===== config.mk =====
export PLATFORM = sky130hd
export DESIGN_NAME = put_channel_arbiter
export DESIGN_NICKNAME = d
export VERILOG_FILES = /design/src/rtl/put_arb_pkg.sv /design/src/rtl/put_channel_arbiter_rr_picker.sv /design/src/rtl/put_channel_arbiter.sv
export SDC_FILE = /design/constraint.sdc
export NUM_CORES = 1
export LEC_CHECK = 0
export CORE_ASPECT_RATIO = 0.75
export CORE_MARGIN = 2
export CORE_UTILIZATION = 32
export CTS_BUF_LIST = sky130_fd_sc_hd__clkbuf_8
export CTS_CLUSTER_DIAMETER = 200
export DETAILED_ROUTE_END_ITERATION = 16
export PLACE_DENSITY = 0.94
export SETUP_SLACK_MARGIN = 0.3
export SKIP_CTS_REPAIR_TIMING = 1
export SLEW_MARGIN = 25
export SYNTH_ARGS = -nofsm -noshare
export SYNTH_HDL_FRONTEND = slang
export SYNTH_SLANG_ARGS = --single-unit
export TNS_END_PERCENT = 100

===== constraint.sdc =====
create_clock -name clk -period 4.2 [get_ports clk]
set_input_delay 0.42 -clock clk [delete_from_list [all_inputs] [get_ports clk]]
set_output_delay 0.42 -clock clk [all_outputs]
set_load 0.005 [all_outputs]

===== src/rtl/put_arb_pkg.sv =====
// rtl/put_arb_pkg.sv - shared state encoding and credit counter width for the put channel arbiter
package put_arb_pkg;

  typedef enum logic [1:0] {
    IDLE = 2'd0,
    ARB  = 2'd1,
    XFER = 2'd2
  } state_e;

  // Wide enough for any MAX_CREDITS in 1..15.
  localparam int CREDIT_W = 4;

endpackage


===== src/rtl/put_channel_arbiter_rr_picker.sv =====
// rtl/put_channel_arbiter_rr_picker.sv - round-robin winner search starting after the last grant
module rr_picker #(
  parameter int NUM_REQ = 4,
  localparam int GW = $clog2(NUM_REQ)
) (
  input  logic [NUM_REQ-1:0] req_i,
  input  logic [GW-1:0]      last_grant_i,
  output logic [GW-1:0]      winner_o,
  output logic               found_o
);

  logic [GW-1:0] idx;
  logic          hit;

  // Scan (last+1) .. (last+NUM_REQ) mod NUM_REQ; the first valid requester wins.
  always_comb begin
    hit      = 1'b0;
    winner_o = '0;
    idx      = '0;
    for (int k = 1; k <= NUM_REQ; k++) begin
      idx = GW'((int'(last_grant_i) + k) % NUM_REQ);
      if (!hit && req_i[idx]) begin
        hit      = 1'b1;
        winner_o = idx;
      end
    end
    found_o = hit;
  end

endmodule


===== src/rtl/put_channel_arbiter.sv =====
// rtl/put_channel_arbiter.sv - credit-gated packet arbiter; PUT_CHANNEL_ARBITER_STATS_EN adds packet counters
module put_channel_arbiter
  import put_arb_pkg::*;
#(
  parameter int NUM_REQ     = 4,
  parameter int DATA_W      = 32,
  parameter int MAX_CREDITS = 4,
  localparam int GW = $clog2(NUM_REQ)
) (
  input  logic                      clk,
  input  logic                      rst,
  input  logic [NUM_REQ-1:0]        req_valid,
  input  logic [NUM_REQ*DATA_W-1:0] req_data,
  input  logic [NUM_REQ-1:0]        req_last,
  output logic [NUM_REQ-1:0]        req_ready,
  output logic                      out_valid,
  output logic [DATA_W-1:0]         out_data,
  output logic                      out_last,
  input  logic                      out_ready,
  input  logic                      credit_ret,
  output logic [GW-1:0]             grant_id,
  output logic                      busy
`ifdef PUT_CHANNEL_ARBITER_STATS_EN
  ,
  output logic [NUM_REQ*16-1:0]     stat_pkts,
  output logic                      stat_credit_err
`endif
);

  localparam logic [CREDIT_W-1:0] MAX_CR     = CREDIT_W'(MAX_CREDITS);
  localparam logic [GW-1:0]       LAST_RESET = GW'(NUM_REQ - 1);

  state_e                          state_q, state_d;
  logic [GW-1:0]                   grant_q, grant_d;
  logic [GW-1:0]                   last_grant_q, last_grant_d;
  logic [CREDIT_W-1:0]             credits_q, credits_d;
  logic [GW-1:0]                   pick_winner;
  logic                            pick_found;
  logic                            has_credit;
  logic                            xfer_beat;
  logic [NUM_REQ-1:0][DATA_W-1:0]  data_v;

  assign data_v     = req_data;
  assign has_credit = (credits_q != '0);
  assign xfer_beat  = out_valid & out_ready;
  assign grant_id   = grant_q;
  assign busy       = (state_q != IDLE);

  rr_picker #(.NUM_REQ(NUM_REQ)) u_picker (
    .req_i        (req_valid),
    .last_grant_i (last_grant_q),
    .winner_o     (pick_winner),
    .found_o      (pick_found)
  );

  // Consumer-side outputs: only the granted requester is visible, and only in XFER.
  always_comb begin
    req_ready = '0;
    out_valid = 1'b0;
    out_data  = '0;
    out_last  = 1'b0;
    if (state_q == XFER) begin
      out_valid          = req_valid[grant_q] & has_credit;
      out_data           = data_v[grant_q];
      out_last           = req_last[grant_q];
      req_ready[grant_q] = out_ready & has_credit;
    end
  end

  // Next state: arbitrate for one cycle, then hold the grant until the last beat leaves.
  always_comb begin
    state_d      = state_q;
    grant_d      = grant_q;
    last_grant_d = last_grant_q;
    case (state_q)
      IDLE: if (|req_valid) state_d = ARB;
      ARB: begin
        if (pick_found) begin
          grant_d = pick_winner;
          state_d = XFER;
        end else begin
          state_d = IDLE;
        end
      end
      XFER: begin
        if (xfer_beat && out_last) begin
          last_grant_d = grant_q;
          state_d      = IDLE;
        end
      end
      default: state_d = IDLE;
    endcase
  end

  // Credits: a beat consumes one slot, a return restores one; both together cancel out.
  always_comb begin
    credits_d = credits_q;
    if (xfer_beat && !credit_ret) begin
      credits_d = credits_q - CREDIT_W'(1);
    end else if (credit_ret && !xfer_beat && credits_q != MAX_CR) begin
      credits_d = credits_q + CREDIT_W'(1);
    end
  end

  // Control state register.
  always_ff @(posedge clk) begin
    if (rst) begin
      state_q      <= IDLE;
      grant_q      <= '0;
      last_grant_q <= LAST_RESET;
      credits_q    <= MAX_CR;
    end else begin
      state_q      <= state_d;
      grant_q      <= grant_d;
      last_grant_q <= last_grant_d;
      credits_q    <= credits_d;
    end
  end

`ifdef PUT_CHANNEL_ARBITER_STATS_EN
  logic [NUM_REQ-1:0][15:0] pkts_q;
  logic                     credit_err_q;
  logic                     credit_ovf;

  // A return that arrives with every slot already free is a consumer protocol error.
  assign credit_ovf      = credit_ret && (credits_q == MAX_CR) && !xfer_beat;
  assign stat_pkts       = pkts_q;
  assign stat_credit_err = credit_err_q;

  // Wrapping per-requester packet counts and the sticky credit error flag.
  always_ff @(posedge clk) begin
    if (rst) begin
      pkts_q       <= '0;
      credit_err_q <= 1'b0;
    end else begin
      if (credit_ovf) credit_err_q <= 1'b1;
      if (xfer_beat && out_last) pkts_q[grant_q] <= pkts_q[grant_q] + 16'd1;
    end
  end
`endif

endmodule


==> metrics.log, run 1 <==
INFO  metric outcome = complete, no violations
INFO  metric die_ar = 0.00587 mm^2
INFO  metric tritoncts_clock_tree = done
INFO  metric wl = 7.56 mm
INFO  metric worst_hold_startpoint = last_grant_q[0]
INFO  metric final_layout_size_suffix_gt1_share = 14.3%
INFO  metric synth-edff-count = 0
INFO  metric vdd_ir_drop_max = 224 uV
INFO  metric fin_crit_sh = 71.4%
INFO  metric grt_first_pass_wirelength = 10.8 mm
INFO  metric share_of_synthesized_flip_flops_with_an_asynchronous_set_or_reset = 0%
INFO  metric critPathArrivalTime = 2.58 ns
INFO  metric finish.cell_count_without_fillers = 400
INFO  metric synth_area = 0.00169 mm^2
INFO  metric clkSlewWorstSetupHoldPaths = 0.04 ns
INFO  metric timing_worst_slew_pin_value = 0.638 ns
INFO  metric ys_types = 40
INFO  metric die_height = 66.9 um
INFO  metric yosys.area_share.adder = 2.67%
INFO  metric grt_start_max_net_pins = 39
INFO  metric final-setup-viol-count = 0
INFO  metric timing.final.crit_period = 3.00 ns
INFO  metric yosysMostFrequentCell = mux4_2
INFO  metric buffer_ports.inserted = 180
INFO  metric globalRouteTotalUtil = 24.4%
INFO  metric post_synth_and_or_nand_nor_area_fraction = 24.9%
INFO  metric antenna_found_initial = 0
INFO  metric maxCapViolCount = 0
INFO  metric finalMaxSlewViolations = 0
INFO  metric hold-path-endpoint = last_grant_q[0]
INFO  metric route.detailed.drc = 0
INFO  metric place_hpwl = 6.43 mm
INFO  metric area_growth_syn_to_layout = 113%
INFO  metric clock_path_buffers = 2
INFO  metric globalRoute.totalOverflow = 0
INFO  metric hold_viol_final = 0
INFO  metric htree_levels = 1
INFO  metric timing.reg2reg.setup_slack = 1.37 ns
INFO  metric globalplace.congestion = 0.906
INFO  metric ys_ff_latch = 10
INFO  metric antennaDiodeCount = 0
INFO  metric p_leak = 1.26 nW
INFO  metric post_synth_mux_area_share = 47.9%
INFO  metric synth_compound_gate_area_share = 6.98%
INFO  metric die_width = 87.8 um
INFO  metric detailedRoute.firstIterationViolations = 79
INFO  metric path_class = flip-flop to output port
INFO  metric power_per_cell_area = 157 mW/mm^2
INFO  metric post_synth.cell_area_avg = 10.8 um^2
INFO  metric postSynthCellCount = 156
INFO  metric synth_largest_area_cell = mux4_2
INFO  metric slew-limit-headroom = 57.4%
INFO  metric synth_area_leaders = mux4_2, and2_1, dfxtp_1, nor3_1, mux2i_1
INFO  metric type_of_element_capturing_the_critical_path = output port
INFO  metric crit_required = 3.78 ns
INFO  metric dr_total_vias = 2,076
INFO  metric critical_path.reg2reg.startpoint = grant_id[0]
INFO  metric hold_ws = 0.538 ns
INFO  metric post_dp_cell_area = 0.00354 mm^2
INFO  metric dominant_combinational_cell_family_by_area_after_synthesis = multiplexers
INFO  metric nets = 473
INFO  metric worst_hold_path_type = flip-flop to flip-flop
INFO  metric placed_cells_incl_taps = 397
INFO  metric synthTopCellsByCount = mux4_2, and2_1, dfxtp_1, nor2_1
INFO  metric worst_skew_pair.late_latency = 0.24 ns
INFO  metric vias_in_the_first_global_route = 2,174
INFO  metric synth_flop_cell = dfxtp_1
INFO  metric fin_worst_skew = 0.00676 ns
INFO  metric r2r.worst_path.cells = 7
INFO  metric cts_inserted_buffers = 3
INFO  metric root_buffer = clkbuf_8
INFO  metric average_wire_per_standard_cell = 18.9 um
INFO  metric grt_setup_unrepaired = no
INFO  metric min_delay_path_depth = 1
INFO  metric coreArea = 0.00498 mm^2
INFO  metric drt-vias-per-instance = 5.19
INFO  metric post_synth_xor_area_fraction = 0.520%
INFO  metric crit_path_launch_type = flip-flop
INFO  metric cts.sink_count = 10
INFO  metric seq_area_frac_synth = 11.9%
INFO  metric final_design_area_no_fill = 0.00358 mm^2
INFO  metric mappedNetlistNets = 299
INFO  metric rr_endpoint = credits_q[3]
INFO  metric yosysWarningCount = 0
INFO  metric finalCoreUtilization = 71.9%
INFO  metric site_row_count = 22
INFO  metric clock.fmax = 0.334 GHz
INFO  metric i_o_pins = 181
INFO  metric post-layout-total-power = 0.562 mW
INFO  metric worstPathMaxFanout = 23
INFO  metric drtAntennaViolNets = 0
INFO  metric post-place-ws = 1.16 ns
INFO  metric netlist.area_leader.share = 45.4%
INFO  metric first_pass_iters = 4
INFO  metric initial_core_utilization = 33.8%
INFO  metric fin_setup_tns = 0 ns
INFO  metric fin_ws = 1.20 ns
critical path, cell delays in order (launching register included):
cell and delay (ns):
dfxtp_2 0.65, buf_4 0.47, mux4_2 0.59, and2_1 0.17, clkdlybuf4s50_1 0.43
power by group:
part	internal, mW	leakage (nW)	switching (mW)	total [mW]
logic	0.250	1.16	0.0976	0.348
clock network	0.0626	0.0216	0.0356	0.0981
registers	0.101	0.0824	0.0147	0.116
total	0.414	1.26	0.148	0.562
how the worst max path moves through the flow:
stage | start | to | cells after the start
6_report | grant_id[0] | out_data[8] | 4
2_1_floorplan | req_valid[3] | credits_q[3] | 8
3_5_place_dp | req_valid[3] | credits_q[3] | 8
5_1_grt | grant_id[0] | out_data[12] | 4
3_3_place_gp | req_valid[3] | credits_q[3] | 8
4_1_cts | grant_id[0] | out_data[8] | 4
sequential cells by signal, summed over array words and instances (netlist names):
| signal | flops |
|---|---|
| last_grant_q | 2 |
| grant_id | 2 |
| state_q | 2 |
| credits_q | 4 |
layout make-up:
class / instances / area [um^2]
inverters: 7 / 26.3
multi-input cells: 126 / 1410
clock buffers: 3 / 41.3
flip-flops and latches: 10 / 203
repair buffers: 182 / 1820
fillers: 376 / 1400
well taps: 72 / 90.1
cells in the final DEF, fill, tap and decap left out, types with 3 or more instances in the layout:
| master | Yosys | routed |
|---|---|---|
| a21oi_1 | 3 | 3 |
| and2_1 | 33 | 33 |
| clkbuf_8 | 0 | 3 |
| clkdlybuf4s50_1 | 0 | 180 |
| dfxtp_1 | 10 | 8 |
| inv_1 | 7 | 7 |
| mux2i_1 | 3 | 3 |
| mux4_2 | 34 | 34 |
| nand2b_1 | 3 | 3 |
| nor2_1 | 8 | 8 |
| nor3_1 | 7 | 7 |
kinds of logic (layout without fill, tap and decap cells):
family	count (synthesis)	after routing
muxes	38	38
buffers and inverters	20	192
adders and majority gates	3	3
DFF	10	10
AOI/OAI and AO/OA	15	15
and+or+nand+nor	69	69
xor gates and xnor gates	1	1
routing by layer:
layer / vias to the layer above / track usage [%] / part of all wire [%]
li1: 952 / - / -
met1: 1012 / 25.2 / 35
met2: 101 / 49.1 / 55
met3: 11 / 4.96 / 7.1
met4: 0 / 6.73 / 2.2
met5: - / 0 / 0
Power figures use the tool's default switching activity.
==> run 2, diff against run 1 <==
CORE_UTILIZATION = 29   (was 32)
PLACE_DENSITY = 0.87   (was 0.94)
clock period = 2.95 ns   (was 4.2 ns; I/O delays follow)
==> metrics.log, run 2 (synthesis gave the netlist of run 1 again) <==
INFO  metric fin_worst_skew = 0.000760 ns (-0.00600 ns)
INFO  metric drtAntennaViolNets = 0 (unchanged)
INFO  metric maxCapViolCount = 0 (unchanged)
INFO  metric type_of_element_capturing_the_critical_path = flip-flop
INFO  metric area_growth_syn_to_layout = 116%
INFO  metric die_height = 70.0 um (+4.7%)
INFO  metric die_width = 92.0 um (+4.8%)
INFO  metric vdd_ir_drop_max = 267 uV (+19%)
INFO  metric final-setup-viol-count = 0 (unchanged)
INFO  metric tritoncts_clock_tree = done
INFO  metric globalRoute.totalOverflow = 0 (unchanged)
INFO  metric coreArea = 0.00571 mm^2 (+15%)
INFO  metric initial_core_utilization = 29.5% (-4.3 points)
INFO  metric critPathArrivalTime = 2.63 ns (+0.05 ns)
INFO  metric grt_first_pass_wirelength = 11.2 mm (+3.3%)
INFO  metric largest_register_ffs = 4 (unchanged)
INFO  metric timing.final.crit_period = 2.51 ns
INFO  metric power_switching_share = 25.1% (-1.2 points)
INFO  metric worstPathMaxFanout = 8 (-65%)
INFO  metric layout_common_cells = clkdlybuf4s50_1, mux4_2, and2_1
INFO  metric slew-limit-headroom = 61.2% (+3.8 points)
INFO  metric average_wire_per_standard_cell = 18.0 um (-5.0%)
INFO  metric multiInputGateArea = 0.00140 mm^2 (about the same)
INFO  metric r2r.worst_path.cells = 7 (unchanged)
INFO  metric final_common_cell = clkdlybuf4s50_1
INFO  metric antenna_found_initial = 0 (unchanged)
INFO  metric crit_required = 3.07 ns (-0.71 ns)
INFO  metric detailedRoute.firstIterationViolations = 49 (-38%)
INFO  metric clock.fmax = 0.399 GHz
INFO  metric fin_crit_sh = 85.0%
INFO  metric netSwitchingPower = 0.210 mW (+42%)
INFO  metric post-layout-total-power = 0.836 mW (+49%)
INFO  metric first_pass_iters = 4 (unchanged)
INFO  metric seq_power_share = 18.3% (-2.3 points)
INFO  metric cts_inserted_buffers = 3 (unchanged)
INFO  metric min_delay_path_depth = 3 (+2)
INFO  metric p_leak = 1.30 nW (+3.1%)
INFO  metric worst_skew_pair.late_latency = 0.23 ns (about the same)
INFO  metric wl = 7.38 mm (-2.4%)
INFO  metric dr_total_vias = 2,061 (-0.72%)
INFO  metric die_ar = 0.00644 mm^2 (+9.8%)
INFO  metric nets = 477 (+0.85%)
INFO  metric worst_hold_path_type = input pin to flip-flop
INFO  metric hold_viol_final = 0 (unchanged)
INFO  metric clock_power_share = 20.1% (+2.6 points)
INFO  metric timing_worst_slew_pin_value = 0.581 ns (-0.0567 ns)
INFO  metric finalMaxSlewViolations = 0 (unchanged)
INFO  metric grt_start_max_net_pins = 39 (unchanged)
INFO  metric route.detailed.drc = 0 (unchanged)
INFO  metric globalplace.congestion = 0.784 (-14%)
INFO  metric grt_setup_unrepaired = no
INFO  metric crit_path_launch_type = input pin
INFO  metric clock_path_buffers = 2 (unchanged)
INFO  metric power.combinational.fraction = 61.6% (-0.3 points)
INFO  metric i_o_pins = 181 (unchanged)
INFO  metric globalRouteTotalUtil = 22.5% (-1.9 points)
INFO  metric final_layout_size_suffix_gt1_share = 15.9% (+1.6 points)
INFO  metric htree_levels = 1 (unchanged)
INFO  metric power_per_cell_area = 229 mW/mm^2 (+46%)
INFO  metric antennaDiodeCount = 0 (unchanged)
INFO  metric ff_latch_area = 203 um^2 (unchanged)
INFO  metric vias_in_the_first_global_route = 2,058 (-5.3%)
INFO  metric fin_setup_tns = 0 ns (unchanged)
INFO  metric top_register = credits_q
INFO  metric power_report.internal_total = 0.626 mW (+51%)
INFO  metric place_hpwl = 6.14 mm (-4.5%)
INFO  metric fill_cells = 434 (+15%)
INFO  metric root_buffer = clkbuf_8
INFO  metric cts.sink_count = 10 (unchanged)
INFO  metric drt-vias-per-instance = 5.01 (-3.4%)
INFO  metric buffer_ports.inserted = 180 (unchanged)
INFO  metric site_row_count = 24 (+9.1%)
INFO  metric path_class = input pin to flip-flop
INFO  metric outcome = complete, no violations
INFO  metric clkSlewWorstSetupHoldPaths = 0.05 ns (about the same)
## run 2: changes by cell type in the layout (fill, tap and decap cells not counted)
cell,before,now
a21oi_1,3,2
a21oi_2,0,1
buf_12,0,1
buf_4,2,5
clkbuf_8,3,4
clkdlybuf4s50_1,180,179
dlymetal6s2s_1,0,1
nor2b_2,0,1
nor2b_4,1,0
## run 2: final timing paths
check,start,to,slack (ns)
worst max-delay path,req_valid[0],credits_q[3],0.44
worst min-delay path,req_valid[1],state_q[0],0.51
worst max register to register,credits_q[2],credits_q[3],0.54
worst min register to register,last_grant_q[0],last_grant_q[0],0.53
## run 2: final cells by class
class	count	area share (%)
timing repair buffer	186	51.0
sequential	10	5.56
clock buffer	4	1.51
multi-input combinational	126	38.5
tap	78	2.68
inverter	7	0.720
## run 2: per-stage QoR
stage	hold WS (ns)	cell area, um^2	util (%)	setup WS, ns	cells
2_1_floorplan	0.474	1690	-	0.497	156
3_3_place_gp	0.511	3580	62.7	0.140	406
3_5_place_dp	0.519	3580	62.7	0.0932	406
4_1_cts	0.530	3630	63.7	0.353	410
5_1_grt	0.546	3650	63.9	0.328	411
6_report	0.509	3650	63.9	0.444	411
## run 2: critical path, stage by stage
cell	delay, ns
clkdlybuf4s50_1	0.47
mux4_2	0.50
and4_4	0.22
ha_1	0.27
a21o_1	0.18
a21oi_2	0.14
mux2i_1	0.22
mux2_1	0.33
## run 2: power by group through the flow
stage          clock, mW  sequential (mW)  combinational (mW)
6_report           0.168            0.153               0.515
2_1_floorplan          0            0.152               0.221
4_1_cts            0.174            0.153               0.519
5_1_grt            0.182            0.154               0.552
3_3_place_gp           0            0.155               0.508
3_5_place_dp           0            0.155               0.517
## run 2: per-layer routing
layer | vias to the layer above | share of wire (%) | GRT usage (%)
li1 | 965 | - | -
met1 | 989 | 37 | 25.4
met2 | 89 | 53 | 41.8
met3 | 18 | 6.7 | 4.64
met4 | 0 | 3.7 | 7.96
met5 | - | 0 | 0
